## config.mk

```make
export PLATFORM = sky130hd
export DESIGN_NAME = uart_tx_fifo
export DESIGN_NICKNAME = d
export VERILOG_FILES = /design/src/rtl/uart_tx_fifo_pkg.sv /design/src/rtl/sync_fifo.sv /design/src/rtl/uart_tx_fifo.sv
export SDC_FILE = /design/constraint.sdc
export NUM_CORES = 1
export LEC_CHECK = 0
export ABC_CLOCK_PERIOD_IN_PS = 3160
export CAP_MARGIN = 20
export CORE_MARGIN = 2
export CORE_UTILIZATION = 55
export CTS_CLUSTER_DIAMETER = 30
export DETAILED_ROUTE_END_ITERATION = 8
export HOLD_SLACK_MARGIN = 0.15
export PLACE_DENSITY_LB_ADDON = 0.2
export SETUP_SLACK_MARGIN = 0.3
export SYNTH_ARGS = -nofsm -noshare
export SYNTH_HDL_FRONTEND = slang
export SYNTH_SLANG_ARGS = --single-unit
```

## constraint.sdc

```tcl
create_clock -name i_Clock -period 3.16 [get_ports i_Clock]
set_input_delay 0.79 -clock i_Clock [delete_from_list [all_inputs] [get_ports i_Clock]]
set_output_delay 0.79 -clock i_Clock [all_outputs]
set_load 0.02 [all_outputs]
```

## src/rtl/uart_tx_fifo_pkg.sv

```systemverilog
// Shared definitions for the UART transmit FIFO: default depth and sequencer states.
package uart_tx_fifo_pkg;

  localparam int unsigned DefaultDepth = 16;

  typedef enum logic [1:0] {
    StIdle      = 2'b00,
    StWaitStart = 2'b01,
    StWaitDone  = 2'b10
  } seq_state_e;

endpackage

```

## src/rtl/sync_fifo.sv

```systemverilog
// Circular byte buffer with registered count/flags and a one-cycle overflow pulse.
module sync_fifo
  import uart_tx_fifo_pkg::*;
#(
  parameter int unsigned DEPTH = DefaultDepth,
  parameter int unsigned WIDTH = 8
) (
  input  logic                     clk,
  input  logic                     rst,
  input  logic                     push,
  input  logic [WIDTH-1:0]         push_data,
  input  logic                     pop,
  output logic [WIDTH-1:0]         head,
  output logic                     full,
  output logic                     empty,
  output logic [$clog2(DEPTH):0]   count,
  output logic                     overflow
);

  localparam int unsigned PtrW = $clog2(DEPTH);
  localparam int unsigned CntW = PtrW + 1;

  logic [WIDTH-1:0] mem [DEPTH];
  logic [PtrW-1:0]  wr_ptr_q, rd_ptr_q;
  logic [CntW-1:0]  count_q, count_d;
  logic             overflow_q;
  logic             accept, pop_ok;

  assign full   = (count_q == CntW'(DEPTH));
  assign empty  = (count_q == '0);
  assign count  = count_q;
  assign overflow = overflow_q;
  assign head   = mem[rd_ptr_q];

  // A full FIFO still takes a write when the head leaves in the same cycle.
  assign pop_ok = pop && !empty;
  assign accept = push && (!full || pop_ok);

  always_comb begin
    count_d = count_q;
    unique case ({accept, pop_ok})
      2'b10:   count_d = count_q + 1'b1;
      2'b01:   count_d = count_q - 1'b1;
      default: count_d = count_q;
    endcase
  end

  always_ff @(posedge clk or posedge rst) begin
    if (rst) begin
      wr_ptr_q   <= '0;
      rd_ptr_q   <= '0;
      count_q    <= '0;
      overflow_q <= 1'b0;
    end else begin
      count_q    <= count_d;
      overflow_q <= push && !accept;
      if (accept) wr_ptr_q <= wr_ptr_q + 1'b1;
      if (pop_ok) rd_ptr_q <= rd_ptr_q + 1'b1;
    end
  end

  // Storage needs no reset; the pointers alone define what is held.
  always_ff @(posedge clk) begin
    if (accept) mem[wr_ptr_q] <= push_data;
  end

endmodule

```

## src/rtl/uart_tx_fifo.sv

```systemverilog
// Byte FIFO in front of a uart_tx: pops one byte per frame and sequences its start/done handshake.
module uart_tx_fifo
  import uart_tx_fifo_pkg::*;
#(
  parameter int unsigned DEPTH = DefaultDepth
) (
  input  logic                   i_Clock,
  input  logic                   i_Rst,
  input  logic                   i_Wr_DV,
  input  logic [7:0]             i_Wr_Byte,
  output logic                   o_Full,
  output logic                   o_Empty,
  output logic [$clog2(DEPTH):0] o_Count,
  output logic                   o_Overflow,
  output logic                   o_TX_DV,
  output logic [7:0]             o_TX_Byte,
  input  logic                   i_TX_Active,
  input  logic                   i_TX_Done
);

  seq_state_e state_q, state_d;
  logic       done_prev_q;
  logic [7:0] tx_byte_q;
  logic [7:0] head;
  logic       pop;

  sync_fifo #(
    .DEPTH (DEPTH),
    .WIDTH (8)
  ) u_fifo (
    .clk       (i_Clock),
    .rst       (i_Rst),
    .push      (i_Wr_DV),
    .push_data (i_Wr_Byte),
    .pop       (pop),
    .head      (head),
    .full      (o_Full),
    .empty     (o_Empty),
    .count     (o_Count),
    .overflow  (o_Overflow)
  );

  always_comb begin
    state_d = state_q;
    pop     = 1'b0;
    case (state_q)
      StIdle: begin
        if (!o_Empty) begin
          pop     = 1'b1;
          state_d = StWaitStart;
        end
      end
      StWaitStart: begin
        if (i_TX_Active) state_d = StWaitDone;
      end
      StWaitDone: begin
        // Only a fresh Done edge ends the frame; a lingering level is ignored.
        if (i_TX_Done && !done_prev_q) state_d = StIdle;
      end
      default: state_d = StIdle;
    endcase
  end

  // The strobe coincides with the pop, so a full FIFO can accept a write on the strobe cycle.
  assign o_TX_DV   = pop;
  assign o_TX_Byte = pop ? head : tx_byte_q;

  always_ff @(posedge i_Clock or posedge i_Rst) begin
    if (i_Rst) begin
      state_q     <= StIdle;
      done_prev_q <= 1'b0;
      tx_byte_q   <= 8'h00;
    end else begin
      state_q     <= state_d;
      done_prev_q <= i_TX_Done;
      if (pop) tx_byte_q <= head;
    end
  end

endmodule

```

Word-level counts from Yosys, hierarchy flattened
Memory sizes are Yosys's and may differ from the RTL's.
Cells that the tools add are included.
{ "totals": {"ramBits": 128, "regBits": 25, "input_bits": 13, "mem_count": 1} }
{ "mem_list": {"columns": ["memory", "words", "word_bits", "rd", "rd_ports_with_merged_regs", "wr", "line_no", "text"], "rows": [
  ["u_fifo.mem", 16, 8, 1, 0, 1, "sync_fifo.sv:23", "logic [WIDTH-1:0] mem [DEPTH];"]
]} }
{ "op_classes": {"n_eq_ne": 8, "n_addsub": 4, "n_reduce_logical": 13, "n_mux": 10} }
{ "ops": {"columns": ["cell", "n"], "rows": [
  ["5-bit one-hot mux with 2 select lines", 1],
  ["4-bit by 1-bit adder with 4-bit output (second input constant)", 2],
  ["8-bit two-way mux", 1],
  ["2-bit two-way mux", 3],
  ["2-bit inequality test (second input constant)", 3],
  ["2-bit one-hot mux with 3 select lines", 1],
  ["5-bit by 1-bit adder with 5-bit output (second input constant)", 1],
  ["5-bit == test (second input constant)", 1],
  ["5-bit zero test", 1],
  ["5-bit by 1-bit subtractor with 5-bit output (second input constant)", 1],
  ["2-bit by 1-bit == test with 1-bit output (second input constant)", 2],
  ["2-bit == test (second input constant)", 2],
  ["1-bit logical AND", 4],
  ["1-bit zero test", 4],
  ["1-bit two-way mux", 4],
  ["3-bit AND reduction", 1],
  ["2-bit zero test", 1],
  ["2-bit nonzero test", 1],
  ["1-bit logical OR", 1]
]} }

Depth between registers and ports, before layout
Gate-level depths: netlist of run 1.
{ "logic_depth": {"word_depth": 8, "mapped_depth": 9, "depth_no_buf": 8} }

Cells and area by module
From an unflattened synthesis of run 1, not the netlist that was laid out.
{ "hier_totals": {"cells_unflattened": 326, "area_unflattened_um2": 6226.0} }
{ "by_module_without_submodules": {"columns": ["module", "n_inst", "seq_area_each_um2", "area_each_um2", "cells_each"], "rows": [
  ["sync_fifo", 1, 4194.0, 5801.8, 299],
  ["uart_tx_fifo", 1, 275.3, 424.2, 27]
]} }

Worst setup path after synthesis of run 1
OpenSTA, ideal clock, no wires.
{ "synth_timing": {"path_kind": "register -> register", "start": "register u_fifo.count_q[0] (netlist: u_fifo.count[0])", "end": "register u_fifo.count_q[4] (netlist: u_fifo.count[4])", "path_stages_with_launch": 10, "arrival_time_ns": 2.663, "synth_period_minus_slack_ns": 2.786, "setup_slack_ns": 0.374, "required_time_ns": 3.036, "path_buffers": 1, "path_cell_list": "dfrtp_1 > or4_4 > o21ai_2 > buf_2 > nor2_1 > fa_1 > a21oi_1 > o21a_1 > mux2i_1 > a211o_1"} }
{ "synth_between": {"elab_chain_cells": 8} }
{ "synth_rtl": {"columns": ["item", "line_no", "text"], "rows": [
  ["start, declared", "sync_fifo.sv:25", "logic [CntW-1:0] count_q, count_d;"],
  ["start signal, assigned", "sync_fifo.sv:55", "count_q <= count_d;"],
  ["5-bit zero test", "sync_fifo.sv:30", "assign empty = (count_q == '0);"],
  ["1-bit two-way mux", "uart_tx_fifo.sv:48", "if (!o_Empty) begin"],
  ["1-bit two-way mux", "uart_tx_fifo.sv:46", "case (state_q)"],
  ["1-bit logical AND", "sync_fifo.sv:36", "assign pop_ok = pop && !empty;"],
  ["1-bit logical OR", "sync_fifo.sv:37", "assign accept = push && (!full || pop_ok);"],
  ["1-bit logical AND", "sync_fifo.sv:37", null],
  ["2-bit by 1-bit == test with 1-bit output / 2-bit == test (equally long branches)", "sync_fifo.sv:41", "unique case ({accept, pop_ok})"],
  ["5-bit one-hot mux with 2 select lines / 2-bit nonzero test (equally long branches)", null, null]
]} }
Parallel ways exist; a longest one is shown, timed or not.
A chain may end at the register's enable or synchronous reset.

Final worst setup path of run 1
{ "layout_timing": {"start": "register u_fifo.rd_ptr_q[2]", "end": "output port o_TX_Byte[6]"} }
{ "layout_between": {"elab_chain_cells": 2} }
{ "layout_rtl": {"columns": ["item", "line_no", "text"], "rows": [
  ["start, declared", "sync_fifo.sv:24", "logic [PtrW-1:0] wr_ptr_q, rd_ptr_q;"],
  ["start signal, assigned", "sync_fifo.sv:58", "if (pop_ok) rd_ptr_q <= rd_ptr_q + 1'b1;"],
  ["memory 16 x 8 bit", null, null],
  ["8-bit two-way mux", null, null],
  ["end, declared", "uart_tx_fifo.sv:16", "output logic [7:0] o_TX_Byte,"]
]} }
No other way between the ends.

==> qor.txt, run 1 <==
Status: finished clean
Initial antenna violation count: 0
Asr flop ratio synth: 0.163
Number of synthesized register bits: 153
Syn Area/Cell: 18.8 um2
Post-synth top cells: edfxtp_1, mux4_2, dfrtp_1, nand2_1
Yosys cell types: 38
Post-Route Setup TNS: 0 ps
Root Driver: clkbuf_8
Vias in the first global route: 3,168
Share of the synthesized area in the top cell type: 0.626
Drt total wl: 11,700 um
Die H: 110 um
Setup WS pre-CTS: 8.68 ps
Final Util: 0.702
Internal: 5.21 mW
Synthesized net count: 348
P_sw: 2.47 mW
Seq/Total Area, Yosys: 0.728
Synthesis-to-layout area growth: 24.4%
Setup violations, final: 0
Top cells by area, synth: edfxtp_1, mux4_2, dfrtp_1
Area of the mapped netlist: 6140 um2
Later-pin clock latency in the skew report: 520 ps
Number of max-cap violations: 0
Comb pwr share: 0.380
Ant. Diodes: 0
CTS tree: built
Largest net degree at the start of global routing: 34
Slew Limit Fails: 0
Area leader, netlist: edfxtp_1
Area after DPL: 6770 um2
First-pass GRT wire length: 18,100 um
Maximum root-to-sink buffer count: 2
Sequential Power Share: 0.350
Gr usage total: 0.216
Via/cell ratio: 5.82
Final #Nets: 420
Highest clock rate: 324 MHz
Reg-to-reg critical path startpoint: u_fifo.count[3]
Power Total: 7.69 mW
Sink Count: 153
Worst-Margin Slew: 588 ps
Clk pwr share: 0.269
Drt first pass iters: 4
Max transition margin: 0.607
Most common cell in the netlist: edfxtp_1
DRC: 0
R2R Path End: u_fifo.count[4]
Sw frac: 0.322
P per Cell Area: 1010 nW/um2
Number of synthesized flops with an enable pin: 128
Crit-path max FO: 8
Post-DP HPWL: 7110 um
Clock Skews: 5.98 ps
Critical path type: flop to output pin
Reg2Reg Depth: 9
Worst Path Required: 2370 ps
Clk slew on worst S/H paths: 60 ps
Worst setup margin: 76.0 ps
CORE AREA: 10,900 um2
R2R Setup Slk: 440 ps
Minimum clock period: 3080 ps
Final GP Congestion: 0.763
Final Instance Area: 7640 um2
Critical Path AT: 2290 ps
Total gr overflow: 0
Synthesis Warnings: 0
Initial Utilization: 0.564
DR WL/cell: 21.2 um
Max rail drop VDD: 0.000678 V
Final period util: 0.976
CTS H-tree lvls: 4
Mapped Cells: 326
Die width: 110 um
Share of layout cells above drive strength 1: 0.343
Worst-case hold path end point: tx_byte_q[4]
Hold Path Stages: 2
Min-delay src: tx_byte_q[4]
Worst min path class: flop to flop
Hold buffers post-CTS: 0
1st-iter DRT viols: 304
CP startpoint kind: flop
Die area: 12,000 um2
RSZ-0062 raised after global routing: true
Leakage: 2.72 nW
IO Pins: 30
Routed vias: 3,208
TritonCTS Buffers: 17
Antenna Nets Post-Route: 0
Final Hold Violating Endpoints: 0
Cell row count: 38
Port Buffers: 29
Endpoint class of the critical path: output pin
Main synth FF type: edfxtp_1
-- per-stage QoR --
step,hold WS [ps],instances
6_report,490,551
5_1_grt,517,551
4_1_cts,486,544
3_5_place_dp,481,507
3_3_place_gp,483,507
2_1_floorplan,468,326
-- how the worst max path moves through the flow --
stage,start,to,slack [ps],cells after the start
after global placement,u_fifo.count[0],o_TX_Byte[5],60,6
final,u_fifo.rd_ptr_q[2],o_TX_Byte[6],80,6
after global routing,u_fifo.rd_ptr_q[2],o_TX_Byte[6],0.5,6
after CTS,u_fifo.count[3],o_TX_Byte[1],90,6
after floorplan,u_fifo.count[0],u_fifo.count[4],370,9
after detailed placement,u_fifo.count[0],o_TX_Byte[0],9,6
-- layer usage --
layer	global-route usage	up-vias	wire, um
li1	-	1441	-
met1	0.300	1652	5090
met2	0.328	94	5820
met3	0.0628	21	575
met4	0.0814	0	205
met5	0	-	0
-- state kept, by name (all words and copies together), names as in the netlist --
name and flops:
done_prev_q 1, state_q 2, tx_byte_q 8, u_fifo.count 5, u_fifo.mem 128, u_fifo.overflow 1
u_fifo.rd_ptr_q 4, u_fifo.wr_ptr_q 4
-- power groups by stage --
stage / Combinational, mW / Clock (mW) / Sequential, mW
final: 2.92 / 2.07 / 2.69
after detailed placement: 2.49 / 0 / 2.72
after global routing: 3.12 / 2.19 / 2.72
after global placement: 2.46 / 0 / 2.70
after floorplan: 1.61 / 0 / 2.71
after CTS: 2.76 / 2.10 / 2.69
-- logic make-up after synthesis --
kind of cell | after synthesis | share of synthesized area
multiplexers | 52 | 0.151
XOR/XNOR | 8 | 0.0114
flip-flops | 153 | 0.728
AND/OR/NAND/NOR | 56 | 0.0418
buffers and inverters | 25 | 0.0187
adder cells (fa/ha/maj) | 9 | 0.0196
AO/OA/AOI/OAI | 23 | 0.0300
-- critical path, stage by stage (launching register included) --
cell and delay [ps]:
dfrtp_2 410, buf_12 140, buf_12 150, mux4_2 520, mux2i_2 240, o221ai_2 140
buf_4 170
-- timing repair --
item	4_1_cts	5_1_grt
pin swaps	4	5
setup endpoints to repair	11	10
gates resized for setup	81	9
buffers inserted	4	7
cloned	1	0
-- layout make-up --
type | count | area, um2
well taps | 140 | 175
clock buffers | 17 | 414
inverters | 10 | 40.0
clock inverters | 15 | 199
repair buffers | 67 | 612
flip-flops and latches | 153 | 4470
multi-input cells | 149 | 1730
fillers | 674 | 3250
-- placed cells by master, fill, tap and decap left out, types with 8 or more instances in the layout --
cell / Yosys / routed
edfxtp_1: 128 / 128
buf_4: 1 / 40
mux4_2: 32 / 32
nand2_1: 25 / 24
dfrtp_1: 25 / 24
clkdlybuf4s50_1: 0 / 18
nor2_1: 17 / 17
clkbuf_16: 0 / 16
inv_1: 9 / 9
mux2i_1: 17 / 9
ha_1: 8 / 8
(Power assumes the default switching activity.)
==> run 2: changes to the inputs <==
ABC_AREA = 1   (was unset)
==> qor.txt, run 2 <==
Status: finished clean
Syn Area/Cell: 10.4 um2 (-45%)
CP dominant cell by count: nand2_1
Endpoint class of the critical path: output pin
Number of max-cap violations: 0 (unchanged)
Die width: 115 um (+4.7%)
Main synth FF type: edfxtp_1
Commonest non-fill, non-tap cell in the layout: nand2_1
Synthesis Warnings: 0 (unchanged)
Setup WS pre-CTS: 289 ps (+280 ps)
Min-delay src: tx_byte_q[5]
Leakage: 3.46 nW (+27%)
Most common cell in the netlist: nand2_1
Gr usage total: 0.248 (+0.0319)
Area leader, netlist: edfxtp_1
Initial Utilization: 0.562 (-0.00139)
Number of synthesized register bits: 153 (unchanged)
Cell row count: 40 (+5.3%)
Final period util: 0.882 (-0.0938)
Reg-to-reg critical path startpoint: state_q[0]
Comb pwr share: 0.388 (+0.008)
Minimum clock period: 2790 ps (-296 ps)
Crit-path leading delay family: simple AND/OR/NAND/NOR gates
Critical Path AT: 2000 ps (-290 ps)
Post-DP HPWL: 9920 um (+39%)
Initial antenna violation count: 0 (unchanged)
Worst min path class: flop to flop
Slowest cell on crit path: dfrtp_2
Number of synthesized flops with an enable pin: 128 (unchanged)
Maximum root-to-sink buffer count: 2 (unchanged)
R2R Path End: u_fifo.mem[9][0]
Routed vias: 4,652 (+45%)
TritonCTS Buffers: 17 (unchanged)
Share of layout cells above drive strength 1: 0.122 (-0.221)
Drt first pass iters: 5 (+1)
Worst Path Required: 2370 ps (about the same)
Clock Skews: 7.32 ps (+1.34 ps)
Most frequent cells in the layout: nand2_1, edfxtp_1, inv_1, nand3_1
Mapped Cells: 652 (+100%)
Post-synth top cells: nand2_1, edfxtp_1, nand3_1, inv_1, dfrtp_1
Port Buffers: 29 (unchanged)
Sink Count: 153 (unchanged)
Hold buffers post-CTS: 0 (unchanged)
IO Pins: 30 (unchanged)
RSZ-0062 raised after global routing: true
Worst path bufs/invs: 3 (unchanged)
CORE AREA: 12,000 um2 (+10%)
Clk slew on worst S/H paths: 60 ps (about the same)
Final Hold Violating Endpoints: 0 (unchanged)
Slew Limit Fails: 0 (unchanged)
Antenna Nets Post-Route: 0 (unchanged)
Die area: 13,200 um2 (+9.7%)
Highest clock rate: 359 MHz (+11%)
Later-pin clock latency in the skew report: 420 ps (-100 ps)
Share of the synthesized area in the top cell type: 0.569 (-0.0572)
Post-Route Setup TNS: 0 ps (unchanged)
DRC: 0 (unchanged)
Worst-Margin Slew: 915 ps (+327 ps)
Die H: 115 um (+4.7%)
Synthesized net count: 674 (+94%)
Internal: 4.75 mW (-8.9%)
Yosys cell types: 25 (-34%)
Root Driver: clkbuf_16
Largest net degree at the start of global routing: 29 (-15%)
Ant. Diodes: 0 (unchanged)
Setup violations, final: 0 (unchanged)
CTS tree: built
Top cells by area, synth: edfxtp_1, nand2_1, dfrtp_1
Max incr delay on CP: 480 ps (-40 ps)
P per Cell Area: 967 nW/um2 (-3.9%)
Layout filler cell count: 936 (+39%)
DR WL/cell: 17.8 um (-16%)
Critical-path cell list: clkinv_4, buf_4, nand2_1, nand3_1, nand3_1, nand3_1, nand2_1, nand2_1, nand2_1, buf_2
Seq/Total Area, Yosys: 0.661 (-0.0665)
CTS H-tree lvls: 4 (unchanged)
Hold Path Stages: 2 (unchanged)
Synthesis-to-layout area growth: 16.7%
Max transition margin: 0.388 (-0.219)
CP startpoint kind: flop
Area of the mapped netlist: 6760 um2 (+10%)
P_sw: 2.88 mW (+16%)
Max rail drop VDD: 0.000561 V (-17%)
Asr flop ratio synth: 0.163 (unchanged)
Via/cell ratio: 5.40 (-7.2%)
Max FFs per register: 128 (unchanged)
Sw frac: 0.377 (+0.0555)
R2R Setup Slk: 820 ps (+380 ps)
Crit-path max FO: 8 (unchanged)
Worst setup margin: 372 ps (+296 ps)
1st-iter DRT viols: 511 (+68%)
Top reg by flops: u_fifo.mem
Worst-case hold path end point: tx_byte_q[5]
Critical path type: flop to output pin
Drt total wl: 15,300 um (+31%)
Reg2Reg Depth: 8 (-1)
Final #Nets: 723 (+72%)
Total gr overflow: 0 (unchanged)
First-pass GRT wire length: 23,800 um (+31%)
Sequential Power Share: 0.353 (+0.003)
Vias in the first global route: 4,458 (+41%)
Clk pwr share: 0.258 (-0.011)
Final GP Congestion: 0.884 (+16%)
==> run 2: worst max path at each step <==
stage / start / slack [ps] / to / depth (start not counted)
2_1_floorplan: u_fifo.count[0] / 1030 / o_TX_Byte[0] / 7
3_3_place_gp: i_Wr_DV / 340 / u_fifo.count[4] / 13
3_5_place_dp: i_Wr_DV / 290 / u_fifo.count[4] / 13
4_1_cts: u_fifo.rd_ptr_q[0] / 270 / o_TX_Byte[6] / 9
5_1_grt: u_fifo.rd_ptr_q[0] / 270 / o_TX_Byte[7] / 11
6_report: u_fifo.rd_ptr_q[0] / 370 / o_TX_Byte[2] / 10
==> run 2: repair_timing <==
| action | in CTS | in global routing |
|---|---|---|
| resized for setup | 34 | 16 |
| endpoints found under the setup margin | 9 | 7 |
| pin swaps | 0 | 1 |
| setup buffers | 2 | 3 |
| gates cloned | 1 | 0 |
==> run 2: worst reg2reg max path: cells and delay by family, from the launching register on <==
kind | cells | cell delay, ps
buf+inv | 2 | 340
simple gates | 6 | 1230
flops | 1 | 400
==> run 2: routing by layer <==
layer	up-vias	track usage	wire (um)
li1	2217	-	-
met1	2206	0.332	6380
met2	196	0.392	7410
met3	33	0.0617	1160
met4	0	0.0996	389
met5	-	0	0
==> run 2: stage by stage <==
stage / instances / util / cell area (um2) / hold WS [ps] / power, mW
final: 861 / 0.657 / 7890 / 472 / 7.62
after global routing: 861 / 0.657 / 7890 / 497 / 8.07
after CTS: 858 / 0.655 / 7860 / 474 / 7.57
after detailed placement: 823 / 0.602 / 7230 / 462 / 5.57
after global placement: 823 / 0.602 / 7230 / 470 / 5.50
after floorplan: 652 / - / 6760 / 476 / 4.67
==> run 2: power by group through the flow <==
stage               Sequential (mW)  Clock [mW]  Combinational (mW)
detailed placement             2.71           0                2.85
CTS                            2.69        1.99                2.90
global route                   2.73        2.08                3.26
global placement               2.70           0                2.80
floorplan                      2.69           0                1.98
finish                         2.69        1.97                2.96
==> run 2: final cells by class <==
class	instances	area, um2	share of cell area
tap	147	184	0.0233
timing repair buffer	57	524	0.0665
inverter	93	363	0.0460
clock inverter	11	124	0.0157
clock buffer	21	460	0.0584
sequential	153	4470	0.567
multi-input combinational	379	1760	0.223
==> run 2: cells by family after synthesis <==
logic type,count (synthesis),synth area share
and+or+nand+nor,347,0.215
buffers and inverters,120,0.0807
AOI/OAI and AO/OA,15,0.0144
xor gates and xnor gates,8,0.0104
adders and majority gates,9,0.0178
DFF,153,0.661
==> run 3: changes to the inputs <==
CTS_BUF_LIST = sky130_fd_sc_hd__clkbuf_8   (was unset)
DONT_BUFFER_PORTS = 1   (was unset)
REMOVE_ABC_BUFFERS = 1   (was unset)
==> qor.txt, run 3 (synthesis results as in run 2) <==
Synthesis-to-layout area growth: 13.9%
Antenna Nets Post-Route: 0 (unchanged)
Top reg by flops: u_fifo.mem
Final Instance Area: 7690 um2 (-2.4%)
Commonest non-fill, non-tap cell in the layout: nand2_1
Highest clock rate: 355 MHz (-0.98%)
Die H: 115 um (unchanged)
IO Pins: 30 (unchanged)
Max rail drop VDD: 0.000643 V (+15%)
Share of layout cells above drive strength 1: 0.134 (+0.0119)
Worst min path class: input port to flop
Most frequent cells in the layout: nand2_1, edfxtp_1, inv_1
Layout filler cell count: 940 (+0.43%)
Maximum root-to-sink buffer count: 2 (unchanged)
Root Driver: clkbuf_8
Largest net degree at the start of global routing: 75 (+160%)
Sequential Area: 4470 um2 (about the same)
CTS tree: built
Number of max-cap violations: 0 (unchanged)
Slew Limit Fails: 0 (unchanged)
DR WL/cell: 19.1 um (+6.9%)
Total gr overflow: 0 (unchanged)
Max transition margin: 0.422 (+0.0337)
Initial antenna violation count: 0 (unchanged)
1st-iter DRT viols: 435 (-15%)
CTS H-tree lvls: 4 (unchanged)
Crit-path max FO: 37 (+29)
Worst-Margin Slew: 864 ps (-50.9 ps)
Final period util: 0.891 (+0.00875)
Post-DP HPWL: 9140 um (-7.8%)
Port Buffers: 0 (-100%)
Minimum clock period: 2820 ps (+27.7 ps)
Die width: 115 um (unchanged)
Later-pin clock latency in the skew report: 460 ps (+40 ps)
Setup WS pre-CTS: 600 ps (+311 ps)
CP startpoint kind: flop
R2R Setup Slk: 710 ps (-110 ps)
Via/cell ratio: 5.45 (+0.85%)
Final Hold Violating Endpoints: 0 (unchanged)
RSZ-0062 raised after global routing: true
Max FFs per register: 128 (unchanged)
Power Total: 7.54 mW (-1.1%)
Critical-path cell list: buf_12, clkbuf_16, o211ai_1, nand3_1, nand3_1, nand2_1, nand2_1, nand2_2
Sink Count: 153 (unchanged)
P per Cell Area: 980 nW/um2 (+1.4%)
Vias in the first global route: 4,284 (-3.9%)
Ant. Diodes: 0 (unchanged)
Crit-path leading delay family: simple AND/OR/NAND/NOR gates
Worst Path Required: 2370 ps (about the same)
Drt total wl: 15,900 um (+3.7%)
Clock Skews: 10.4 ps (+3.06 ps)
Initial Utilization: 0.562 (unchanged)
First-pass GRT wire length: 23,100 um (-3.1%)
Multi-input logic area: 1820 um2 (+3.1%)
Critical path type: flop to output pin
Area after DPL: 6860 um2 (-5.2%)
Worst setup margin: 345 ps (-27.7 ps)
Final #Nets: 697 (-3.6%)
Gr usage total: 0.240 (-0.00708)
Final GP Congestion: 0.839 (-5.1%)
Endpoint class of the critical path: output pin
Cell row count: 40 (unchanged)
DRC: 0 (unchanged)
CORE AREA: 12,000 um2 (unchanged)
Worst path bufs/invs: 2 (-1)
Slowest cell on crit path: dfrtp_2
Clk slew on worst S/H paths: 80 ps (+20 ps)
Die area: 13,200 um2 (unchanged)
Routed vias: 4,550 (-2.2%)
Status: finished clean
Drt first pass iters: 5 (unchanged)
TritonCTS Buffers: 17 (unchanged)
Critical Path AT: 2030 ps (+30 ps)
Max incr delay on CP: 430 ps (-50 ps)
Setup violations, final: 0 (unchanged)
Leakage: 3.35 nW (-3.2%)
==> run 3: cell count changes in the layout (fill, tap and decap cells not counted), moves of 6 or more <==
cell | previous run | this run
buf_2 | 6 | 0
nand2_1 | 223 | 214
clkbuf_8 | 2 | 17
clkdlybuf4s50_1 | 20 | 0
clkbuf_16 | 17 | 3
==> run 3: layout make-up <==
type | instances | share of cell area
Tap cell | 147 | 0.0239
Multi-Input combinational cell | 379 | 0.236
Inverter | 93 | 0.0475
Clock buffer | 17 | 0.0304
Timing Repair inverter | 2 | 0.00146
Clock inverter | 15 | 0.0333
Sequential cell | 153 | 0.581
Timing Repair Buffer | 29 | 0.0460
==> run 3: timing repair <==
item	in CTS	in global routing
setup endpoints to repair	8	8
resized for setup	9	23
cloned	1	4
hold endpoints to repair	0	3
pin swaps	0	2
hold buffers	0	1
buffers inserted	0	13
==> run 3: per-layer routing <==
metal	track usage	vias up	share of wire
li1	-	2156	-
met1	0.327	2181	0.42
met2	0.374	174	0.49
met3	0.0691	39	0.061
met4	0.0876	0	0.029
met5	0	-	0
==> run 3: stage by stage <==
step | cells | util | hold slack (ps) | setup TNS [ps]
floorplan | 625 | - | 476 | -3210
CTS | 816 | 0.615 | 336 | 0
global placement | 783 | 0.571 | 487 | 0
global route | 835 | 0.641 | 332 | 0
detailed placement | 783 | 0.571 | 525 | 0
finish | 835 | 0.641 | 353 | 0
==> run 3: path summary, 6_finish.rpt <==
kind,start,cells after the start,endpoint
max reg2reg,state_q[0],7,u_fifo.mem[12][1]
max,u_fifo.rd_ptr_q[0],8,o_TX_Byte[2]
min,i_TX_Done,0,done_prev_q
min in group asynchronous,i_Rst,2,u_fifo.overflow
min reg2reg,state_q[0],1,state_q[1]
max in group asynchronous,i_Rst,3,u_fifo.count[0]
==> run 3: power breakdown <==
part           internal, mW  switching (mW)  leakage (nW)  total, mW
Clock                  1.09           0.719         0.248       1.81
Combinational          1.02            1.99          1.65       3.01
Sequential             2.50           0.225          1.46       2.73
Total                  4.61            2.93          3.35       7.54
